## config.mk

```make
export PLATFORM = sky130hd
export DESIGN_NAME = sram_arbiter
export DESIGN_NICKNAME = d
export VERILOG_FILES = /design/src/rtl/sram_arbiter.sv
export SDC_FILE = /design/constraint.sdc
export NUM_CORES = 1
export LEC_CHECK = 0
export ABC_AREA = 1
export BUFFER_PORTS_ARGS = -buffer_cell sky130_fd_sc_hd__buf_2
export CAP_MARGIN = 20
export CORE_ASPECT_RATIO = 1.25
export CORE_MARGIN = 2
export CORE_UTILIZATION = 45
export CTS_CLUSTER_SIZE = 16
export DETAILED_ROUTE_END_ITERATION = 10
export PLACE_DENSITY = 0.79
export SYNTH_ARGS = -nofsm -noshare
export SYNTH_HDL_FRONTEND = slang
export SYNTH_SLANG_ARGS = --single-unit
```

## constraint.sdc

```tcl
create_clock -name wb_clk_i -period 1.9 [get_ports wb_clk_i]
set_input_delay 0.19 -clock wb_clk_i [delete_from_list [all_inputs] [get_ports wb_clk_i]]
set_output_delay 0.19 -clock wb_clk_i [all_outputs]
set_load 0.005 [all_outputs]
```

## src/rtl/sram_arbiter.sv

```systemverilog
// Two-port arbiter in front of the shared 64x8 dffram: Wishbone (W) and design (D) ports.
// Registered ownership FSM with burst fairness; grants and SRAM controls are combinational.
module sram_arbiter #(
  parameter int AW        = 6,
  parameter int DW        = 8,
  parameter int BURST_MAX = 4
) (
  input  logic          wb_clk_i,
  input  logic          wb_rst_ni,
  input  logic          d_en,
  input  logic          w_req,
  input  logic          w_we,
  input  logic [AW-1:0] w_addr,
  input  logic [DW-1:0] w_wdata,
  output logic          w_gnt,
  output logic          w_rvalid,
  input  logic          d_req,
  input  logic          d_we,
  input  logic [AW-1:0] d_addr,
  input  logic [DW-1:0] d_wdata,
  output logic          d_gnt,
  output logic          d_rvalid,
  output logic [DW-1:0] rdata,
  output logic          sram_cen,
  output logic          sram_gwen,
  output logic [DW-1:0] sram_wen,
  output logic [AW-1:0] sram_a,
  output logic [DW-1:0] sram_d,
  input  logic [DW-1:0] sram_q,
  output logic [1:0]    owner,
  output logic [15:0]   stall_cnt
);

  localparam int BCW = (BURST_MAX < 1) ? 1 : $clog2(BURST_MAX + 1);
  localparam logic [BCW-1:0] BURST_SAT  = BCW'(BURST_MAX);
  localparam logic [BCW-1:0] BURST_LAST = BCW'(BURST_MAX - 1);

  typedef enum logic [1:0] {
    ST_IDLE  = 2'b00,
    ST_OWN_W = 2'b01,
    ST_OWN_D = 2'b10
  } state_t;

  state_t          r_state;
  state_t          w_state_nxt;
  logic            r_last_d;
  logic            w_last_d_nxt;
  logic [BCW-1:0]  r_burst_cnt;
  logic [BCW-1:0]  w_burst_nxt;
  logic [BCW-1:0]  w_burst_inc;
  logic            r_w_rvalid;
  logic            r_d_rvalid;
  logic [15:0]     r_stall_cnt;
  logic            w_dreq_en;
  logic            w_stall;
  logic            w_burst_done;

  // A disabled D port is indistinguishable from one that is not requesting.
  assign w_dreq_en    = d_req & d_en;
  assign w_gnt        = (r_state == ST_OWN_W) & w_req;
  assign d_gnt        = (r_state == ST_OWN_D) & w_dreq_en;
  assign w_burst_inc  = (r_burst_cnt == BURST_SAT) ? r_burst_cnt : r_burst_cnt + 1'b1;
  assign w_burst_done = (r_burst_cnt >= BURST_LAST);
  assign w_stall      = (w_req & ~w_gnt) | (w_dreq_en & ~d_gnt);

  assign w_rvalid  = r_w_rvalid;
  assign d_rvalid  = r_d_rvalid;
  assign rdata     = sram_q;
  assign sram_wen  = '0;
  assign owner     = r_state;
  assign stall_cnt = r_stall_cnt;

  always_comb begin
    sram_cen  = 1'b1;
    sram_gwen = 1'b1;
    sram_a    = '0;
    sram_d    = '0;
    if (w_gnt) begin
      sram_cen  = 1'b0;
      sram_gwen = ~w_we;
      sram_a    = w_addr;
      sram_d    = w_wdata;
    end else if (d_gnt) begin
      sram_cen  = 1'b0;
      sram_gwen = ~d_we;
      sram_a    = d_addr;
      sram_d    = d_wdata;
    end
  end

  always_comb begin
    w_state_nxt  = r_state;
    w_burst_nxt  = r_burst_cnt;
    w_last_d_nxt = r_last_d;
    case (r_state)
      ST_IDLE: begin
        w_burst_nxt = '0;
        // On a tie the port that did not own the SRAM last goes first.
        if (w_req && (!w_dreq_en || r_last_d)) begin
          w_state_nxt = ST_OWN_W;
        end else if (w_dreq_en) begin
          w_state_nxt = ST_OWN_D;
        end
      end
      ST_OWN_W: begin
        if (!w_req) begin
          w_last_d_nxt = 1'b0;
          w_burst_nxt  = '0;
          w_state_nxt  = w_dreq_en ? ST_OWN_D : ST_IDLE;
        end else if (w_burst_done && w_dreq_en) begin
          w_last_d_nxt = 1'b0;
          w_burst_nxt  = '0;
          w_state_nxt  = ST_OWN_D;
        end else begin
          w_burst_nxt = w_burst_inc;
        end
      end
      ST_OWN_D: begin
        if (!w_dreq_en) begin
          w_last_d_nxt = 1'b1;
          w_burst_nxt  = '0;
          w_state_nxt  = w_req ? ST_OWN_W : ST_IDLE;
        end else if (w_burst_done && w_req) begin
          w_last_d_nxt = 1'b1;
          w_burst_nxt  = '0;
          w_state_nxt  = ST_OWN_W;
        end else begin
          w_burst_nxt = w_burst_inc;
        end
      end
      default: begin
        w_state_nxt = ST_IDLE;
        w_burst_nxt = '0;
      end
    endcase
  end

  always_ff @(posedge wb_clk_i or negedge wb_rst_ni) begin
    if (!wb_rst_ni) begin
      r_state     <= ST_IDLE;
      r_last_d    <= 1'b1;
      r_burst_cnt <= '0;
    end else begin
      r_state     <= w_state_nxt;
      r_last_d    <= w_last_d_nxt;
      r_burst_cnt <= w_burst_nxt;
    end
  end

  always_ff @(posedge wb_clk_i or negedge wb_rst_ni) begin
    if (!wb_rst_ni) begin
      r_w_rvalid  <= 1'b0;
      r_d_rvalid  <= 1'b0;
      r_stall_cnt <= '0;
    end else begin
      r_w_rvalid <= w_gnt & ~w_we;
      r_d_rvalid <= d_gnt & ~d_we;
      if (w_stall && (r_stall_cnt != 16'hFFFF)) begin
        r_stall_cnt <= r_stall_cnt + 16'd1;
      end
    end
  end

endmodule

```

Word level (Yosys, flattened, before mapping)
Cells that the tools add are included.
{ "totals": {"register_bits": 24, "in_bits": 43, "out_inout_bits": 54, "wordCells": 66} }
{ "classes": {"addsub": 2, "n_lt_le_gt_ge": 1, "eq_ne": 7, "n_mux": 28, "bitwise_logic": 12, "n_reduce_logical": 10} }
{ "op_table": {"columns": ["op", "count"], "rows": [
  ["adder 16 x 1 -> 16 bit (second input constant)", 1],
  ["two-way mux 8 bit", 2],
  ["!= test 16 bit (second input constant)", 1],
  ["two-way mux 3 bit", 5],
  ["two-way mux 2 bit", 7],
  ["two-way mux 6 bit", 2],
  ["two-way mux 1 bit", 9],
  ["AND 1 bit", 7],
  ["!= test 3 x 2 -> 1 bit (second input constant)", 2],
  ["case mux 2 bit (3 select lines)", 1],
  ["case mux 3 bit (2 select lines)", 1],
  ["AND reduction 3 bit", 2],
  ["logical AND 1 bit", 4],
  ["inverter 1 bit", 4],
  ["adder 3 x 1 -> 3 bit (second input constant)", 1],
  ["equality test 3 bit (second input constant)", 1],
  [">= comparator 3 x 2 -> 1 bit (second input constant)", 1],
  ["!= test 3 bit (second input constant)", 1],
  ["equality test 2 x 1 -> 1 bit (second input constant)", 1],
  ["equality test 2 bit (second input constant)", 1],
  ["logical NOT 2 bit", 1],
  ["case mux 1 bit (2 select lines)", 1],
  ["nonzero test 2 bit", 1],
  ["logical NOT 1 bit", 1],
  ["other kinds (2)", 2]
]} }

Logic depth before layout (Yosys ltp)
Gate-level depths: netlist (run 1).
{ "logic_depth": {"ltp_word": 6, "ltp_mapped": 9, "ltp_nobuf": 9} }

Worst setup path after synthesis (run 1)
OpenSTA, ideal clock, no wires.
{ "synth_timing": {"path_type": "reg-to-reg", "start": "reg r_stall_cnt[0], in the netlist stall_cnt[0]", "end": "reg r_stall_cnt[3], in the netlist stall_cnt[3]", "setup_time_ns": 0.117, "arrival_time_ns": 1.517, "required_time_ns": 1.783, "path_slack_ns": 0.266, "path_stages_with_launch": 10, "path_buffers": 1, "period_less_slack_ns": 1.634, "path_cell_list": "dfrtp_1 -> ha_1 -> inv_2 -> nor2_4 -> nand2_2 -> o21ai_4 -> inv_2 -> buf_6 -> nand2_1 -> nand2_1"} }
{ "synth_via": {"elab_chain_len": 2, "word_cells_on_any_way": 3, "cone_classes": "add/sub (1); eq/ne (1); reduce/logical (1)"} }
{ "synth_rtl": {"columns": ["item", "line", "text"], "rows": [
  ["from (decl)", "53", "logic [15:0] r_stall_cnt;"],
  ["from (signal assigned)", "159", "r_stall_cnt <= r_stall_cnt + 16'd1;"],
  ["branches (longest 2 deep; another with adder 16 x 1 -> 16 bit)", null, null]
]} }
Several ways; the timed one is not identified.
A chain may end at the register's enable or synchronous reset.

Worst setup path in the final report (run 1)
{ "layout_timing": {"start": "reg r_state[1], in the netlist owner[1]", "end": "out sram_gwen"} }
{ "layout_via": {"elab_chain_len": 4, "word_cells_on_any_way": 6, "cone_classes": "eq/ne (2); mux (2); bitwise (2)"} }
{ "layout_rtl": {"columns": ["item", "line", "text"], "rows": [
  ["from (decl)", "44", "state_t r_state;"],
  ["from (signal assigned)", "144", "r_state <= w_state_nxt;"],
  ["equality test 2 bit", "61", "assign d_gnt = (r_state == ST_OWN_D) & w_dreq_en;"],
  ["AND 1 bit", "61", null],
  ["two-way mux 1 bit", "83", "end else if (d_gnt) begin"],
  ["two-way mux 1 bit (*)", "78", "if (w_gnt) begin"],
  ["to (decl)", "25", "output logic sram_gwen,"]
]} }
Every way passes the cells marked *; elsewhere a longest branch is shown, timed or not.

==> results of run 1 <==
[cells in the mapped netlist (2+ instances only)]
library cell / number / share of area [%]
xnor2_1: 5 / 2.4
nor2_1: 20 / 4.1
inv_2: 2 / 0.41
xor2_1: 3 / 1.4
dfrtp_1: 23 / 31
ha_1: 8 / 5.5
o21ai_0: 21 / 5.7
nand2_1: 126 / 26
clkbuf_1: 2 / 0.41
a21oi_1: 2 / 0.55
nand4_1: 4 / 1.4
nand3_1: 10 / 2.7
nand2_2: 2 / 0.68
nor2_4: 2 / 1.2
inv_1: 22 / 4.5
buf_4: 17 / 7.0
[state kept, by name (all words and copies together) (netlist names)]
register and flops:
r_burst_cnt 3, owner 2, w_rvalid 1, stall_cnt 16, d_rvalid 1, r_last_d 1
[metrics by stage]
step | power, mW | area [um^2]
2_1_floorplan | 1.24 | 1850
3_3_place_gp | 1.51 | 2170
3_5_place_dp | 1.53 | 2170
4_1_cts | 2.04 | 2280
5_1_grt | 2.22 | 2310
6_report | 2.05 | 2310
[routing by layer]
layer	up-vias	global-route usage [%]	wire length (um)	share of wire, %
met5	-	0	0	0
met4	0	7.25	95	2.2
met3	11	2.92	297	6.8
met2	83	37.8	2240	51
met1	848	23.0	1710	39
li1	980	-	-	-
[path summary, 6_finish.rpt]
check	start	to	slack (ps)	depth (start not counted)
setup / recovery	owner[1]	sram_gwen	70	8
hold / removal	w_we	w_rvalid	70	2
setup reg to reg	stall_cnt[1]	stall_cnt[14]	220	8
hold reg to reg	r_last_d	r_last_d	460	2
max in group asynchronous	wb_rst_ni	r_last_d	1110	2
min in group asynchronous	wb_rst_ni	stall_cnt[9]	420	2
[worst reg2reg max path, cell delays in order (launching register included)]
cell	delay (ps)
dfrtp_1	410
ha_2	260
inv_2	60
nor2_4	150
nand2_2	100
o21ai_4	250
inv_2	180
nand2_1	110
nand2_1	50
[cells by family (layout without fill, tap and decap cells)]
group	count (synthesis)	count (layout)	synth area share (%)
buf+inv	45	109	13.2
xor+xnor	8	8	3.83
compound gates	27	27	8.35
other cells	1	8	0.205
fa+ha+maj	8	8	5.48
flops	24	24	32.9
simple gates	164	164	36.0
[power groups by stage]
stage	clock network (mW)	logic, mW	registers [mW]
after floorplan	0	0.533	0.710
after global placement	0	0.808	0.706
after detailed placement	0	0.825	0.710
after CTS	0.468	0.876	0.695
after global routing	0.486	1.02	0.712
final	0.456	0.902	0.696
[repair_timing]
action | in CTS | in global routing
hold buffers | 1 | 0
endpoints found under the setup margin | 7 | 27
cloned | 1 | 0
pin swaps | 0 | 1
hold endpoints to repair | 23 | 0
gates resized for setup | 7 | 6
buffers inserted | 1 | 1
[area by class of cell]
class | count | area [um^2] | area share, %
multi-input combinational | 215 | 1040 | 44.9
sequential | 24 | 602 | 26.1
timing repair buffer | 80 | 430 | 18.6
inverter | 24 | 93.8 | 4.07
tap | 54 | 67.6 | 2.93
clock buffer | 3 | 41.3 | 1.79
clock inverter | 1 | 30.0 | 1.30
timing repair inverter | 1 | 7.51 | 0.325
==> impl_metrics.py, run 1 <==
metrics = {
    "outcome": {
        "status": "completed",
    },
    "flow_run": {
        "maxCapViolCount": 0,
    },
    "global_routing": {
        "grt_pass1_wl_um": 7140,
        "grt_max_degree": 25,
        "grt_usage_pct": 20.3,
        "antenna_found_initial": 0,
        "grt_pass1_vias": 1773,
        "overflow": 0,
    },
    "sta": {
        "final_hold_viol_count": 0,
        "layout_min_cycle_time_ps": 1830,
        "max_slew_margin_pct": 64.4,
        "fin_crit_sh_pct": 96.3,
        "finClkSkew_ps": 0.845,
        "worst_pin_slew_ps": 533,
        "max_freq_mhz": 546,
        "finalWorstSetupSlack_ps": 69.4,
        "rsz0062_at_grt": "true",
        "whs_ps": 71.5,
        "setup_tns_ps": 0,
        "finalMaxSlewViolations": 0,
        "setup_viol": 0,
    },
    "synthesis": {
        "synthesis.area_um2": 1830,
        "yosys_warnings": 0,
        "syn_inst": 277,
        "synth_area_per_cell_um2": 6.60,
        "synth_edf_count": 0,
        "ys_types": 24,
        "synth-seq-cells": 24,
        "seq_area_frac_synth_pct": 32.9,
        "synthFlopType": "dfrtp_1",
        "ys_async_sr_fraction_pct": 100,
    },
    "clock_tree": {
        "htreeDepth": 1,
        "cts_buffers": 3,
        "cts_tree": "yes",
        "clock_path_buffers": 2,
        "cts_root_buf": "clkbuf_8",
        "clock-sinks": 24,
        "clk_latency_ps": 270,
        "clk_pin_slew_ps": 90,
    },
    "floorplan": {
        "die_x_um": 61.0,
        "ioPinCount": 97,
        "initial_core_util_pct": 47.5,
        "die_area_um2": 4590,
        "chipHeight_um": 75.3,
        "row_count": 25,
        "fp.coreArea_um2": 3850,
    },
    "critical_path": {
        "crit_top_cell": "inv_1",
        "worstPathArrival_ps": 1640,
        "max_stage_delay_ps": 420,
        "crit_chain": "inv_1 -> ha_2 -> nand2_4 -> buf_8 -> nor2_2 -> inv_1 -> o211ai_1 -> buf_2",
        "crit_family": "buffers and inverters",
        "crit_slowest_cell": "dfrtp_1",
        "crit_buf_inv": 4,
        "startpoint_type": "flip-flop",
        "crit_required_ps": 1710,
        "critPathMaxFanout": 16,
        "path_class": "reg2out",
        "worst_setup_path_end_kind": "output port",
    },
    "power": {
        "ir_drop_uv": 487,
        "clockPowerShare_pct": 22.2,
        "p_leak_nw": 1.28,
        "net-switching-power_uw": 779,
        "power_density_nw_per_um2": 890,
        "p_int_mw": 1.27,
        "power_frac_seq_pct": 33.9,
        "combPwrFrac_pct": 43.9,
        "p_sw_share_pct": 37.9,
    },
    "finish": {
        "final_cell_mix": "nand2_1, buf_2, dfrtp_1, inv_1, o21ai_0",
        "layout-drive-gt1-share_pct": 28.4,
        "instances_no_fill": 402,
        "fin_nets": 400,
        "n_antenna_cell": 0,
        "fillers": 374,
        "fin_util_pct": 60.0,
        "final_common_cell": "nand2_1",
        "syn_to_final_growth_pct": 26.3,
    },
    "placed_design": {
        "portBuffers": 72,
        "dp.final_hpwl_um": 3390,
        "dp.cells": 394,
        "pre_cts_slack_ps": 181,
        "place.gp.congestion": 0.843,
    },
    "drt": {
        "postRouteAntennaNets": 0,
        "drtIter0Drc": 121,
        "first_pass_iters": 4,
        "wire_per_inst_um": 10.8,
        "drc": 0,
        "dr_total_vias": 1922,
        "wl_um": 4350,
        "vias_per_cell": 4.78,
    },
    "worst_hold_path": {
        "min_path_type": "in2reg",
    },
}
Note: power is estimated with default switching activity, not from simulation.
==> run 2, diff against run 1 <==
==> constraint.sdc (replaced) <==
create_clock -name wb_clk_i -period 1.9 [get_ports wb_clk_i]
set_input_delay 0.19 -clock wb_clk_i [delete_from_list [all_inputs] [get_ports wb_clk_i]]
set_output_delay 0.19 -clock wb_clk_i [all_outputs]
set_load 0.1 [all_outputs]
==> impl_metrics.py, run 2 (synthesis gave the netlist of run 1 again) <==
metrics = {
    "outcome": {
        "status": "finished, violations left",
        "violations": "negative setup slack",
    },
    "floorplan": {
        "die_area_um2": 4590,
        "initial_core_util_pct": 47.5,
        "die_x_um": 61.0,
        "fp.coreArea_um2": 3850,
        "row_count": 25,
        "ioPinCount": 97,
        "chipHeight_um": 75.3,
    },
    "drt": {
        "dr_total_vias": 2006,
        "drtIter0Drc": 134,
        "wl_um": 5080,
        "first_pass_iters": 4,
        "vias_per_cell": 4.95,
        "postRouteAntennaNets": 0,
        "drc": 0,
        "wire_per_inst_um": 12.6,
    },
    "sta": {
        "worst_pin_slew_ps": 551,
        "layout_min_cycle_time_ps": 1960,
        "fin_crit_sh_pct": 103,
        "final_hold_viol_count": 0,
        "max_freq_mhz": 510,
        "rsz0062_at_grt": "true",
        "setup_tns_ps": -60.9,
        "finalMaxSlewViolations": 0,
        "finClkSkew_ps": 1.89,
        "setup_viol": 2,
        "max_slew_margin_pct": 63.3,
        "finalWorstSetupSlack_ps": -60.5,
    },
    "global_routing": {
        "overflow": 0,
        "grt_usage_pct": 21.8,
        "grt_pass1_wl_um": 7610,
        "antenna_found_initial": 0,
        "grt_pass1_vias": 1897,
        "grt_max_degree": 25,
    },
    "clock_tree": {
        "cts_tree": "yes",
        "htreeDepth": 1,
        "clk_pin_slew_ps": 90,
        "clock_path_buffers": 2,
        "cts_root_buf": "clkbuf_8",
        "clock-sinks": 24,
        "clk_latency_ps": 270,
        "cts_buffers": 3,
    },
    "power": {
        "ir_drop_uv": 845,
        "p_leak_nw": 1.35,
        "power_density_nw_per_um2": 1260,
    },
    "critical_path": {
        "path_class": "reg2out",
        "crit_required_ps": 1710,
        "worst_setup_path_end_kind": "output port",
        "critPathMaxFanout": 16,
        "worstPathArrival_ps": 1770,
        "startpoint_type": "flip-flop",
    },
    "finish": {
        "fin_nets": 403,
        "layout-drive-gt1-share_pct": 37.3,
        "final_common_cell": "nand2_1",
        "fillers": 284,
        "n_antenna_cell": 0,
        "largest_reg_flops": 16,
        "final_cell_mix": "nand2_1, buf_2, nor2_1, inv_1, buf_12",
        "syn_to_final_growth_pct": 51.2,
        "fin_area_um2": 2760,
        "fin_util_pct": 71.8,
    },
    "placed_design": {
        "pre_cts_slack_ps": 85.9,
        "dp.final_hpwl_um": 3520,
        "portBuffers": 72,
        "placed_area_um2": 2490,
        "place.gp.congestion": 0.811,
    },
    "worst_hold_path": {
        "min_path_type": "in2reg",
    },
    "flow_run": {
        "maxCapViolCount": 0,
    },
}
## run 2: changes by cell type in the layout (fill, tap and decap cells not counted), sizes merged
cell,delta
inv,-2
bufinv,-1
buf,-1
nand2,+2
clkbuf,+4
clkinv,+1
## run 2: where the power goes
part           internal [mW]  leakage (nW)  switching, mW
Sequential             0.635         0.296          0.111
Clock                  0.151        0.0228          0.179
Combinational          0.683          1.03           1.74
Total                   1.47          1.35           2.03
## run 2: repair_timing
action	4_1_cts	5_1_grt
gates cloned	0	2
pin swaps	1	4
hold buffers	1	0
gates resized for setup	11	19
setup buffers	0	6
hold endpoints to repair	23	0
setup endpoints to repair	17	17
## run 2: final timing paths
check	start	end	slack, ps	depth (start not counted)
max in group asynchronous	wb_rst_ni	owner[0]	1070	2
worst min-delay path	d_we	d_rvalid	80	2
worst max register to register	stall_cnt[0]	stall_cnt[9]	240	8
min in group asynchronous	wb_rst_ni	stall_cnt[0]	430	2
worst min register to register	r_last_d	r_last_d	470	2
worst max-delay path	owner[0]	sram_gwen	-60	5
## run 2: metrics by stage
step	hold WS, ps	total power, mW	cells
finish	82.5	3.50	405
floorplan	-106	2.49	284
CTS	84.9	3.32	397
detailed placement	212	2.94	392
global route	83.0	3.67	405
global placement	203	2.92	392
## run 2: layout make-up
class                      instances  area [um^2]  area share (%)
multi-input combinational        217         1170            42.2
timing repair buffer              82          739            26.8
sequential                        24          633            22.9
inverter                          24          113            4.07
tap                               54         67.6            2.44
clock buffer                       4         45.0            1.63
## run 2: critical path: stages, from the launching register on
cell       delay [ps]
dfrtp_4           520
ha_4              210
nand2_8           110
clkinv_8           90
o211ai_1          290
clkbuf_16         270
## run 2: metal layers
metal  vias up  part of all wire (%)  GRT usage [%]
li1        986                     -              -
met1       912                    37           20.9
met2        93                    53           43.6
met3        15                   7.6           5.50
met4         0                   2.6           6.76
met5         -                     0              0
==> run 3, diff against run 2 <==
--- a/config.mk
+++ b/config.mk
@@ -9,11 +9,12 @@
 export BUFFER_PORTS_ARGS = -buffer_cell sky130_fd_sc_hd__buf_2
 export CAP_MARGIN = 20
 export CORE_ASPECT_RATIO = 1.25
-export CORE_MARGIN = 2
+export CORE_MARGIN = 5
 export CORE_UTILIZATION = 45
 export CTS_CLUSTER_SIZE = 16
 export DETAILED_ROUTE_END_ITERATION = 10
 export PLACE_DENSITY = 0.79
+export RECOVER_POWER = 25
 export SYNTH_ARGS = -nofsm -noshare
 export SYNTH_HDL_FRONTEND = slang
 export SYNTH_SLANG_ARGS = --single-unit
==> impl_metrics.py, run 3 (synthesis gave the netlist of run 1 again) <==
metrics = {
    "critical_path": {
        "path_class": "reg2out",
        "crit_slowest_cell": "dfrtp_4",
        "max_stage_delay_ps": 520,
        "crit_family": "flip-flops",
        "startpoint_type": "flip-flop",
        "crit_chain": "inv_4 -> ha_4 -> nand2_8 -> inv_8 -> nand2_1 -> o21ai_4 -> buf_12",
        "crit_buf_inv": 3,
        "crit_required_ps": 1710,
        "critPathMaxFanout": 16,
        "worstPathArrival_ps": 1730,
        "worst_setup_path_end_kind": "output port",
    },
    "finish": {
        "final_common_cell": "nand2_1",
        "syn_to_final_growth_pct": 58.0,
        "instances_no_fill": 409,
        "fillers": 300,
        "final_cell_mix": "nand2_1, buf_2, nor2_1, buf_12, inv_1",
        "n_antenna_cell": 0,
        "layout-drive-gt1-share_pct": 39.4,
        "seq_area_um2": 633,
        "fin_nets": 405,
        "largest_reg_flops": 16,
        "multi_input_area_um2": 1270,
    },
    "floorplan": {
        "fp.coreArea_um2": 4000,
        "initial_core_util_pct": 45.7,
        "ioPinCount": 97,
        "chipHeight_um": 81.3,
        "row_count": 26,
        "die_area_um2": 5440,
        "die_x_um": 67.0,
    },
    "flow_run": {
        "maxCapViolCount": 0,
    },
    "power": {
        "power_density_nw_per_um2": 1250,
        "p_leak_nw": 1.37,
        "ir_drop_uv": 727,
    },
    "sta": {
        "layout_min_cycle_time_ps": 1920,
        "finClkSkew_ps": 6.83,
        "setup_viol": 7,
        "final_hold_viol_count": 0,
        "max_freq_mhz": 521,
        "fin_crit_sh_pct": 101,
        "finalMaxSlewViolations": 0,
        "max_slew_margin_pct": 62.7,
        "worst_pin_slew_ps": 560,
        "rsz0062_at_grt": "true",
        "setup_tns_ps": -68.7,
        "finalWorstSetupSlack_ps": -20.3,
    },
    "global_routing": {
        "antenna_found_initial": 0,
        "grt_pass1_vias": 2137,
        "grt_pass1_wl_um": 9580,
        "grt_max_degree": 25,
        "grtUsageMet2_pct": 41.5,
        "grt_util_met1_pct": 23.2,
        "grt_usage_pct": 22.6,
        "overflow": 0,
        "busiest_layer": "met2",
        "grt_util_met3_pct": 7.19,
    },
    "placed_design": {
        "portBuffers": 72,
        "dp.cells": 395,
        "dp.final_hpwl_um": 3920,
        "place.gp.congestion": 0.786,
    },
    "worst_hold_path": {
        "min_path_type": "in2reg",
    },
    "drt": {
        "wire_per_inst_um": 14.4,
        "postRouteAntennaNets": 0,
        "first_pass_iters": 4,
        "drtIter0Drc": 142,
        "vias_per_cell": 5.04,
        "dr_total_vias": 2061,
        "drc": 0,
        "wl_um": 5900,
    },
    "clock_tree": {
        "clock-sinks": 24,
        "cts_buffers": 3,
        "cts_root_buf": "clkbuf_8",
        "cts_tree": "yes",
        "htreeDepth": 1,
        "clk_latency_ps": 270,
        "clock_path_buffers": 2,
        "clk_pin_slew_ps": 90,
    },
    "outcome": {
        "violations": "negative setup slack",
        "status": "finished, violations left",
    },
}
-- run 3: cell types whose count changed in the layout (fill, tap and decap cells not counted), sizes merged --
cell / previous run / this run
buf: 78 / 82
clkbuf: 7 / 5
clkinv: 1 / 0
inv: 21 / 22
-- run 3: per-layer routing --
metal  share of wire (%)  wire length (um)  up-vias
met4                 2.1               123        0
met2                  53              3140      100
met1                  35              2090      957
li1                    -                 -      991
met5                   0                 0        -
met3                 9.3               551       13
-- run 3: worst register-to-register path: stages (launching register included) --
cell	delay [ps]
dfrtp_4	520
buf_4	160
ha_4	170
buf_4	140
o22ai_1	240
o21ai_4	110
inv_2	220
nand2_1	90
nand2_1	60
-- run 3: power by group --
| group | switching (mW) | internal [mW] |
|---|---|---|
| sequential | 0.121 | 0.635 |
| combinational | 1.82 | 0.731 |
| clock | 0.169 | 0.150 |
| total | 2.11 | 1.52 |
-- run 3: per-stage QoR --
step | util [%] | hold slack (ps) | setup slack [ps] | area [um^2] | total power [mW]
after floorplan | - | -106 | -982 | 1940 | 2.49
after global placement | 62.4 | 198 | 226 | 2500 | 2.92
after detailed placement | 62.4 | 207 | 142 | 2500 | 2.97
after CTS | 69.8 | 75.9 | 2.91 | 2790 | 3.48
after global routing | 72.2 | 97.3 | -70.5 | 2890 | 3.78
final | 72.2 | 81.8 | -20.3 | 2890 | 3.62
-- run 3: final timing paths --
check / end / slack [ps] / from / cells past startpoint
max: sram_d[3] / -20 / owner[1] / 7
min reg2reg: r_last_d / 470 / r_last_d / 2
max in group asynchronous: stall_cnt[1] / 1050 / wb_rst_ni / 2
min in group asynchronous: r_burst_cnt[2] / 430 / wb_rst_ni / 2
min: d_rvalid / 80 / d_we / 2
max reg2reg: stall_cnt[10] / 120 / owner[1] / 8
-- run 3: area by class of cell --
class,instances,share of cell area [%]
Inverter,24,3.72
Sequential cell,24,21.9
Multi-Input combinational cell,217,44.0
Clock buffer,4,1.56
Timing Repair Buffer,84,26.3
Tap cell,56,2.43
-- run 3: repair_timing --
item / CTS / global route
setup buffers: 1 / 5
endpoints found under the setup margin: 16 / 15
hold buffers: 1 / 0
gates cloned: 2 / 1
resized for setup: 39 / 9
pin swaps: 1 / 3
endpoints found under the hold margin: 23 / 0
